### src/rtl/pipe_stage_reg.sv
// pipe_stage_reg: valid/ready pipeline register with a two-entry skid buffer and synchronous flush.
// Defining PIPE_STAGE_PERF_EN adds the stall_cnt port and its saturating backpressure counter.
module pipe_stage_reg #(
  parameter int unsigned      WIDTH     = 32,
  parameter logic [WIDTH-1:0] RESET_VAL = '0,
  parameter int unsigned      CNT_W     = 16
) (
  input  logic             clk,
  input  logic             rst_n,
  input  logic             in_valid,
  output logic             in_ready,
  input  logic [WIDTH-1:0] in_data,
  output logic             out_valid,
  input  logic             out_ready,
  output logic [WIDTH-1:0] out_data,
  input  logic             flush
`ifdef PIPE_STAGE_PERF_EN
  ,
  output logic [CNT_W-1:0] stall_cnt
`endif
);

  if (WIDTH < 1 || CNT_W < 1) begin : g_param_check
    $error("pipe_stage_reg: WIDTH and CNT_W must be at least 1");
  end

  logic             main_valid;
  logic             skid_valid;
  logic [WIDTH-1:0] main_data;
  logic [WIDTH-1:0] skid_data;
  logic             acc_in;
  logic             main_free;

  assign acc_in    = in_valid & ~skid_valid;
  // Main is free when it is empty or its beat is taken downstream on this edge.
  assign main_free = ~main_valid | out_ready;

  assign out_valid = main_valid;
  assign out_data  = main_data;
  assign in_ready  = ~skid_valid;

  always_ff @(posedge clk or negedge rst_n) begin
    if (!rst_n) begin
      main_valid <= 1'b0;
      skid_valid <= 1'b0;
    end else if (flush) begin
      main_valid <= 1'b0;
      skid_valid <= 1'b0;
    end else if (main_free) begin
      main_valid <= skid_valid | acc_in;
      skid_valid <= 1'b0;
    end else if (acc_in) begin
      skid_valid <= 1'b1;
    end
  end

  // Payload moves only on an accepted beat, so in_data is ignored while in_valid is low.
  always_ff @(posedge clk or negedge rst_n) begin
    if (!rst_n) begin
      main_data <= RESET_VAL;
      skid_data <= RESET_VAL;
    end else if (!flush) begin
      if (main_free) begin
        if (skid_valid)  main_data <= skid_data;
        else if (acc_in) main_data <= in_data;
      end else if (acc_in) begin
        skid_data <= in_data;
      end
    end
  end

`ifdef PIPE_STAGE_PERF_EN
  logic [CNT_W-1:0] stall_q;

  always_ff @(posedge clk or negedge rst_n) begin
    if (!rst_n) begin
      stall_q <= '0;
    end else if (main_valid && !out_ready && !(&stall_q)) begin
      stall_q <= stall_q + CNT_W'(1);
    end
  end

  assign stall_cnt = stall_q;
`endif

endmodule

### config.mk
export PLATFORM = sky130hd
export DESIGN_NAME = pipe_stage_reg
export DESIGN_NICKNAME = d
export VERILOG_FILES = /design/src/rtl/pipe_stage_reg.sv
export SDC_FILE = /design/constraint.sdc
export NUM_CORES = 1
export LEC_CHECK = 0
export ABC_AREA = 1
export CAP_MARGIN = 20
export CORE_ASPECT_RATIO = 0.5
export CORE_MARGIN = 4
export CORE_UTILIZATION = 30
export DETAILED_ROUTE_END_ITERATION = 7
export REMOVE_ABC_BUFFERS = 1
export SETUP_SLACK_MARGIN = 0.02
export SLEW_MARGIN = 20
export SYNTH_ARGS = -nofsm -noshare
export SYNTH_HDL_FRONTEND = slang
export SYNTH_SLANG_ARGS = --single-unit
### constraint.sdc
create_clock -name clk -period 1.11 [get_ports clk]
set_input_delay 0.2775 -clock clk [delete_from_list [all_inputs] [get_ports clk]]
set_output_delay 0.2775 -clock clk [all_outputs]
set_load 0.03 [all_outputs]
### Word-level counts from Yosys, hierarchy flattened

Index checks and enable logic that the tools add are counted.

| cells by class | value |
|---|---|
| bitwise gates (word level) | 7 |
| multiplexer cells | 7 |
| reduce and logical (&&, ||, !) cells | 5 |

Operators with widths:

| cell | number |
|---|---|
| 2-to-1 mux 32 bit | 2 |
| AND reduction 3 bit | 2 |
| 2-to-1 mux 1 bit | 5 |
| NOT 1 bit | 4 |
| nonzero test 2 bit | 2 |
| nonzero test 3 bit | 1 |
| bitwise OR 1 bit | 2 |
| bitwise AND 1 bit | 1 |

| word-level totals | value |
|---|---|
| logic and storage cells | 23 |
| flip-flop bits (word level) | 66 |
| output and inout bits | 34 |

### Depth between registers and ports, before layout

Gate-level depths: netlist of the first run.

| depth | value |
|---|---|
| depth in word-level cells | 5 |
| depth in mapped cells | 7 |
| gate-level depth less buffers | 5 |

### Worst setup path before layout of the first run

No wires, ideal clock.

| timing | value |
|---|---|
| path type | register to register |
| start point | reg main_valid (netlist: out_valid) |
| end point | reg skid_data[10] |
| data arrival time | 1.148 ns |
| path slack | -0.103 ns |
| period minus slack after synthesis | 1.213 ns |
| library setup time | 0.065 ns |
| stages on the path, launching flop included | 6 |
| cell sequence | dfrtp_1 nand2_2 nor2_2 buf_4 nand3_1 nand2_1 |

| between the ends | value |
|---|---|
| word-level cells in the longest chain between the ends | 4 |

Ends and longest elaborated chain:

| what | RTL line | RTL |
|---|---|---|
| start: declaration | 27 | `logic main_valid;` |
| start signal: assignment | 50 | `main_valid <= skid_valid \| acc_in;` |
| NOT 1 bit | 36 | `assign main_free = ~main_valid \| out_ready;` |
| bitwise OR 1 bit | 36 |  |
| NOT 1 bit (no source line) | n/a |  |
| AND reduction 3 bit (no source line) | n/a |  |
| end signal: assignment | 67 | `skid_data <= in_data;` |
| end: declaration | 30 | `logic [WIDTH-1:0] skid_data;` |

No other way between the ends.
A chain may end at the register's enable or synchronous reset.

### Worst setup path in the final report of the first run

| timing | value |
|---|---|
| start point | reg skid_valid |
| end point | out in_ready |

| between the ends | value |
|---|---|
| word-level cells in the longest chain between the ends | 1 |

Ends and longest elaborated chain:

| what | RTL line | RTL |
|---|---|---|
| start: declaration | 28 | `logic skid_valid;` |
| start signal: assignment | 45 | `skid_valid <= 1'b0;` |
| start signal: assignment | 48 | `skid_valid <= 1'b0;` |
| start signal: assignment | 51 | `skid_valid <= 1'b0;` |
| NOT 1 bit | 40 | `assign in_ready = ~skid_valid;` |
| end: declaration | 11 | `output logic in_ready,` |

No other way between the ends.

==> results_dict.tcl, run 1 <==
set metrics [dict create \
    maxCapViolCount 0 \
    portBuffers 70 \
    num_rows 25 \
    synth_area_leaders "dfrtp_1 (54%), nand2_1 (27%), nand3_1 (10%)" \
    finalSetupTns_ns -7.85 \
    worstPathArrival_ns 1.02 \
    r2r-start "skid_valid" \
    dp_cells 597 \
    worst_skew_pair.late_latency_ns 0.32 \
    core_um2 9730 \
    clockBufferDepth 2 \
    routed_via_density 4.51 \
    leakage_nw 2.50 \
    syn-instance-count 395 \
    io-pin-count 71 \
    crit_path_end_kind "output port" \
    yosysTopAreaCell "dfrtp_1" \
    setup_viol 98 \
    fill_cells 957 \
    area_growth_pct 52.6 \
    overflow 0 \
    p_per_area_nw_per_um2 1700 \
    dpl.hpwl_um 5530 \
    post-route-period-util_pct 117 \
    drt_iter0_markers 201 \
    instances_no_fill 643 \
    synth.avg_cell_area_um2 7.81 \
    cts_root_buf "clkbuf_16" \
    r2r_cells 6 \
    regToRegSetupSlack_ns -0.14 \
    cts.sinks 66 \
    fin_skew_ns 0.00400 \
    grt_pass1_wl_um 14600 \
    antenna_found_initial 0 \
    hp-class "input port to asynchronous set/reset pin" \
    antenna_left 0 \
    rsz0062_at_grt "yes" \
    critPathKind "flip-flop to output port" \
    yosys.cell_types.count 18 \
    drc 0 \
    worst_pin_slew_ns 0.314 \
    vias 2902 \
    violations "setup timing" \
    max_freq_mhz 771 \
    grt_pass1_vias 2922 \
    cts_buffers 9 \
    synth_top_area_share_pct 53.5 \
    status "complete, but fails checks" \
    drive_above_1_share_pct 23.8 \
    htree_levels 3 \
    firstDrtPassIters 4 \
    cp.required_ns 0.83 \
    syn_area_um2 3090 \
    wl_um 8880 \
    die_area_um2 12100 \
    crit_path_max_fanout 2 \
    ys_seq_area_share_pct 53.5 \
    die_w_um 151 \
    finalPower_w 0.00801 \
    r2r-end "skid_data[2]" \
    routabilityCongestion 0.718 \
    ir_drop_mv 0.885 \
    initial_core_util_pct 31.7 \
    num-nets-final 541 \
    slew_violations 0 \
    cp-start-kind "flip-flop" \
    antenna_cells 0 \
    setup_slack_ns -0.188 \
    yosysWarnings 0 \
    crit_start "skid_valid" \
    groute.usage.overall_pct 15.6 \
    relSlewSlack_pct 79.1 \
    wire_per_inst_um 13.8 \
    period_minus_slack_ns 1.30 \
    ys_ff_latch 66 \
    path_clk_slew_ns 0.05 \
    hold_viol_final 0 \
    grt_max_degree 42 \
    cts_tree "yes" \
    die_h_um 79.7 \
]
## cells in the mapped netlist
| library cell | count |
|---|---|
| inv_2 | 4 |
| nor3_1 | 1 |
| nor2_2 | 1 |
| nand2_1 | 225 |
| clkbuf_1 | 1 |
| nor2_1 | 1 |
| buf_2 | 13 |
| nand3_4 | 1 |
| inv_1 | 1 |
| nand2_2 | 1 |
| nor2_4 | 3 |
| buf_4 | 6 |
| nand3_1 | 64 |
| buf_1 | 1 |
| a21oi_1 | 1 |
| buf_6 | 4 |
| dfrtp_1 | 66 |
| nand3_2 | 1 |
## worst max-delay path, cell delays in order, from the launching register on
cell	delay, ns
dfrtp_2	0.42
inv_4	0.07
buf_12	0.10
buf_8	0.11
## logic make-up after synthesis
| group | count (synthesis) | share of synthesized area (%) |
|---|---|---|
| DFF | 66 | 53.5 |
| AOI/OAI and AO/OA | 1 | 0.162 |
| and+or+nand+nor | 298 | 40.4 |
| buffers and inverters | 30 | 5.88 |
## cell usage in the layout, fill, tap and decap left out, types with 2 or more instances in the layout
master           count
nand2_1            218
nand3_4              2
buf_6               38
clkbuf_16            9
buf_12               5
nand2_4              2
buf_16               2
nand2_2              6
inv_2                3
dfrtp_2              2
clkdlybuf4s50_1     34
nand3_1             64
nor2_4               3
clkbuf_8             3
buf_8                2
buf_4               39
dfrtp_1             64
## repair_timing
action | 4_1_cts | 5_1_grt
resized for setup | 50 | 8
gates cloned | 2 | 0
hold buffers | 1 | 0
endpoints found under the setup margin | 98 | 100
setup buffers | 18 | 10
pin swaps | 2 | 1
hold endpoints to repair | 43 | 0
## where the power goes
part           switching (W)  internal (W)  leakage (nW)  total [W]
clock               0.000972       0.00191         0.152    0.00288
combinational        0.00103      0.000960          1.52    0.00199
sequential          0.000284       0.00286         0.827    0.00315
total                0.00229       0.00573          2.50    0.00801
## cell type report
cell class                 count  area (um^2)  area share, %
timing repair buffer         123         1270           27.0
clock inverter                 2         35.0          0.744
clock buffer                  13          270           5.74
multi-input combinational    299         1290           27.4
tap                          135          169           3.59
inverter                       5         21.3          0.452
sequential                    66         1650           35.1
## worst max path at each step
stage / end / slack [ns]
finish: in_ready / -0.19
global route: skid_data[15] / -0.22
CTS: in_ready / -0.20
detailed placement: out_data[2] / -0.42
global placement: out_data[2] / -0.38
floorplan: out_data[0] / -1.06
## metal layers
layer / routed length [um] / vias up / share of wire (%) / global-route usage (%)
met5: 0 / - / 0 / 0
met4: 93 / 0 / 1.0 / 4.16
met3: 362 / 8 / 4.1 / 4.31
met2: 4390 / 54 / 49 / 25.7
met1: 4040 / 1376 / 45 / 20.1
li1: - / 1464 / - / -
## flip-flops by register name, indices dropped and copies added (netlist names)
register	flops
skid_valid	1
skid_data	32
out_data	32
out_valid	1
## stage by stage
step / cell area, um^2 / setup slack, ns / utilization, % / hold slack, ns
3_5_place_dp: 3930 / -0.425 / 40.4 / 0.0927
2_1_floorplan: 2920 / -1.06 / - / -0.0181
6_report: 4710 / -0.188 / 48.4 / 0.294
4_1_cts: 4610 / -0.200 / 47.4 / 0.282
5_1_grt: 4710 / -0.222 / 48.4 / 0.302
3_3_place_gp: 3930 / -0.384 / 40.4 / 0.0915
Note: power is estimated with default switching activity, not from simulation.
==> run 2, diff against run 1 <==
- CORE_ASPECT_RATIO: 0.5 -> 0.75
==> run 2 against run 1 <==
The flow still finishes with violations (setup timing); hold slack improved by 0.10 ns; die area fell by 0.68%; final area rose by 16%; flip-flop and latch count did not move; global-route usage rose by 0.91 points; via count rose by 7.5%; final cell count rose by 3.1%; sequential share of layout area fell by 4.8 points; non-clock buffer count rose by 25; setup slack got worse by 0.0081 ns; sequential power rose by 2%; highest routed layer unchanged.
==> results_dict.tcl, run 2 (synthesis results as in run 1) <==
set metrics [dict create \
    status "complete, but fails checks" \
    violations "setup timing" \
    rsz0062_at_grt "yes" \
    routed_via_density 4.71 \
    r2r_cells 7 \
    num-nets-final 566 \
    finalPower_w 0.00813 \
    initial_core_util_pct 31.3 \
    cts_tree "yes" \
    p_seq_share_pct 39.5 \
    worstPathArrival_ns 1.52 \
    groute.usage.overall_pct 16.5 \
    hold_viol_final 0 \
    drc 0 \
    setup_slack_ns -0.196 \
    dp_cells 596 \
    ir_drop_mv 0.696 \
    leakage_nw 2.78 \
    area_growth_pct 76.8 \
    slew_violations 0 \
    wl_um 10300 \
    antenna_found_initial 1 \
    layout_commonest_cell "nand2_1" \
    hp-class "input port to asynchronous set/reset pin" \
    grt_pass1_wl_um 15500 \
    die_area_um2 12000 \
    cpPeakStageDelay_ns 0.43 \
    critPathKind "flip-flop to flip-flop" \
    die_w_um 125 \
    drive_above_1_share_pct 40.0 \
    setup_viol 98 \
    cp.required_ns 1.32 \
    max_freq_mhz 766 \
    swShare_pct 30.8 \
    grt_pass1_vias 3038 \
    cts_root_buf "clkbuf_16" \
    path_clk_slew_ns 0.05 \
    worst_pin_slew_ns 0.319 \
    portBuffers 70 \
    clockBufferDepth 2 \
    relSlewSlack_pct 78.7 \
    drt_iter0_markers 192 \
    critPathSlowestCell "dfrtp_2" \
    p_per_area_nw_per_um2 1490 \
    cts_buffers 9 \
    instances_no_fill 663 \
    overflow 0 \
    die_h_um 95.8 \
    fill_cells 874 \
    routabilityCongestion 0.758 \
    post-place-ws_ns -0.422 \
    firstDrtPassIters 4 \
    dpl.hpwl_um 5860 \
    io-pin-count 71 \
    crit_path_max_fanout 9 \
    period_minus_slack_ns 1.31 \
    post-route-period-util_pct 118 \
    vias 3120 \
    switchingPower_w 0.00250 \
    fin_skew_ns 0.00713 \
    antenna_left 0 \
    p_comb_share_pct 30.1 \
    maxCapViolCount 0 \
    final_cell_mix "nand2_1 (178), dfrtp_1 (65), buf_6 (44)" \
    core_um2 9850 \
    grt_max_degree 27 \
    p_int_w 0.00563 \
    num_rows 31 \
    p_clk_share_pct 30.4 \
    htree_levels 3 \
    worst_skew_pair.late_latency_ns 0.33 \
    cp-start-kind "flip-flop" \
    crit_path_end_kind "flip-flop" \
    wire_per_inst_um 15.5 \
    cts.sinks 66 \
    crit_path_cell_trace "buf_6 > nor2_4 > nor2_4 > buf_6 > buf_12 > nand3_1 > nand2_1" \
]
## run 2: cell types whose count changed in the layout (fill, tap and decap cells not counted), sizes merged
cell	delta
diode	+1
buf	+20
clkbuf	+3
dlymetal6s2s	+2
clkdlybuf4s50	-2
bufinv	-1
## run 2: worst paths after layout
check	start	endpoint	slack, ns
setup / recovery	skid_valid	out_data[2]	-0.20
hold / removal	rst_n	skid_data[27]	0.40
setup reg to reg	skid_valid	out_data[2]	-0.20
hold reg to reg	skid_data[27]	skid_data[27]	0.47
max in group asynchronous	rst_n	out_data[28]	0.23
min in group clk	flush	skid_valid	0.45
## run 2: power groups by stage
stage               Combinational (W)  Clock, W  Sequential, W
floorplan                    0.000504         0        0.00348
global placement              0.00165         0        0.00314
detailed placement            0.00168         0        0.00315
CTS                           0.00207   0.00251        0.00314
global route                  0.00264   0.00263        0.00326
finish                        0.00245   0.00247        0.00321
## run 2: layout make-up
class                           count  area (um^2)  share of cell area, %
Timing Repair Buffer              148         1740                   31.8
Sequential cell                    66         1650                   30.3
Multi-Input combinational cell    299         1630                   29.9
Clock buffer                       11          243                   4.45
Tap cell                          132          165                   3.03
Inverter                            5         21.3                  0.390
Clock inverter                      1         5.00                 0.0917
Antenna cell                        1         2.50                 0.0459
## run 2: per-stage QoR
stage / TNS, ns / cell area [um^2] / util, % / hold slack [ns]
after global placement: -25.47 / 4030 / 40.9 / 0.197
final: -11.70 / 5460 / 55.4 / 0.399
after CTS: -10.53 / 4800 / 48.8 / 0.397
after detailed placement: -26.97 / 4030 / 40.9 / 0.196
after global routing: -15.26 / 5460 / 55.4 / 0.430
after floorplan: -59.52 / 2920 / - / -0.0181
## run 2: per-layer routing
layer	track usage [%]	up-vias	routed length, um
li1	-	1512	-
met1	22.0	1502	4560
met2	25.6	95	4920
met3	5.44	11	697
met4	5.23	0	98
met5	0	-	0
## run 2: worst max-delay path: cells and delay by family (launching register included)
family                 cells  cell delay [ns]
flip-flops                 1             0.43
AND/OR/NAND/NOR            4             0.34
buffers and inverters      3             0.42
## run 2: what timing repair did
item | in CTS | in global routing
gates cloned | 5 | 5
hold endpoints to repair | 19 | 0
resized for setup | 51 | 117
buffers inserted | 24 | 26
hold buffers | 1 | 0
setup endpoints to repair | 99 | 100
pin swaps | 5 | 18
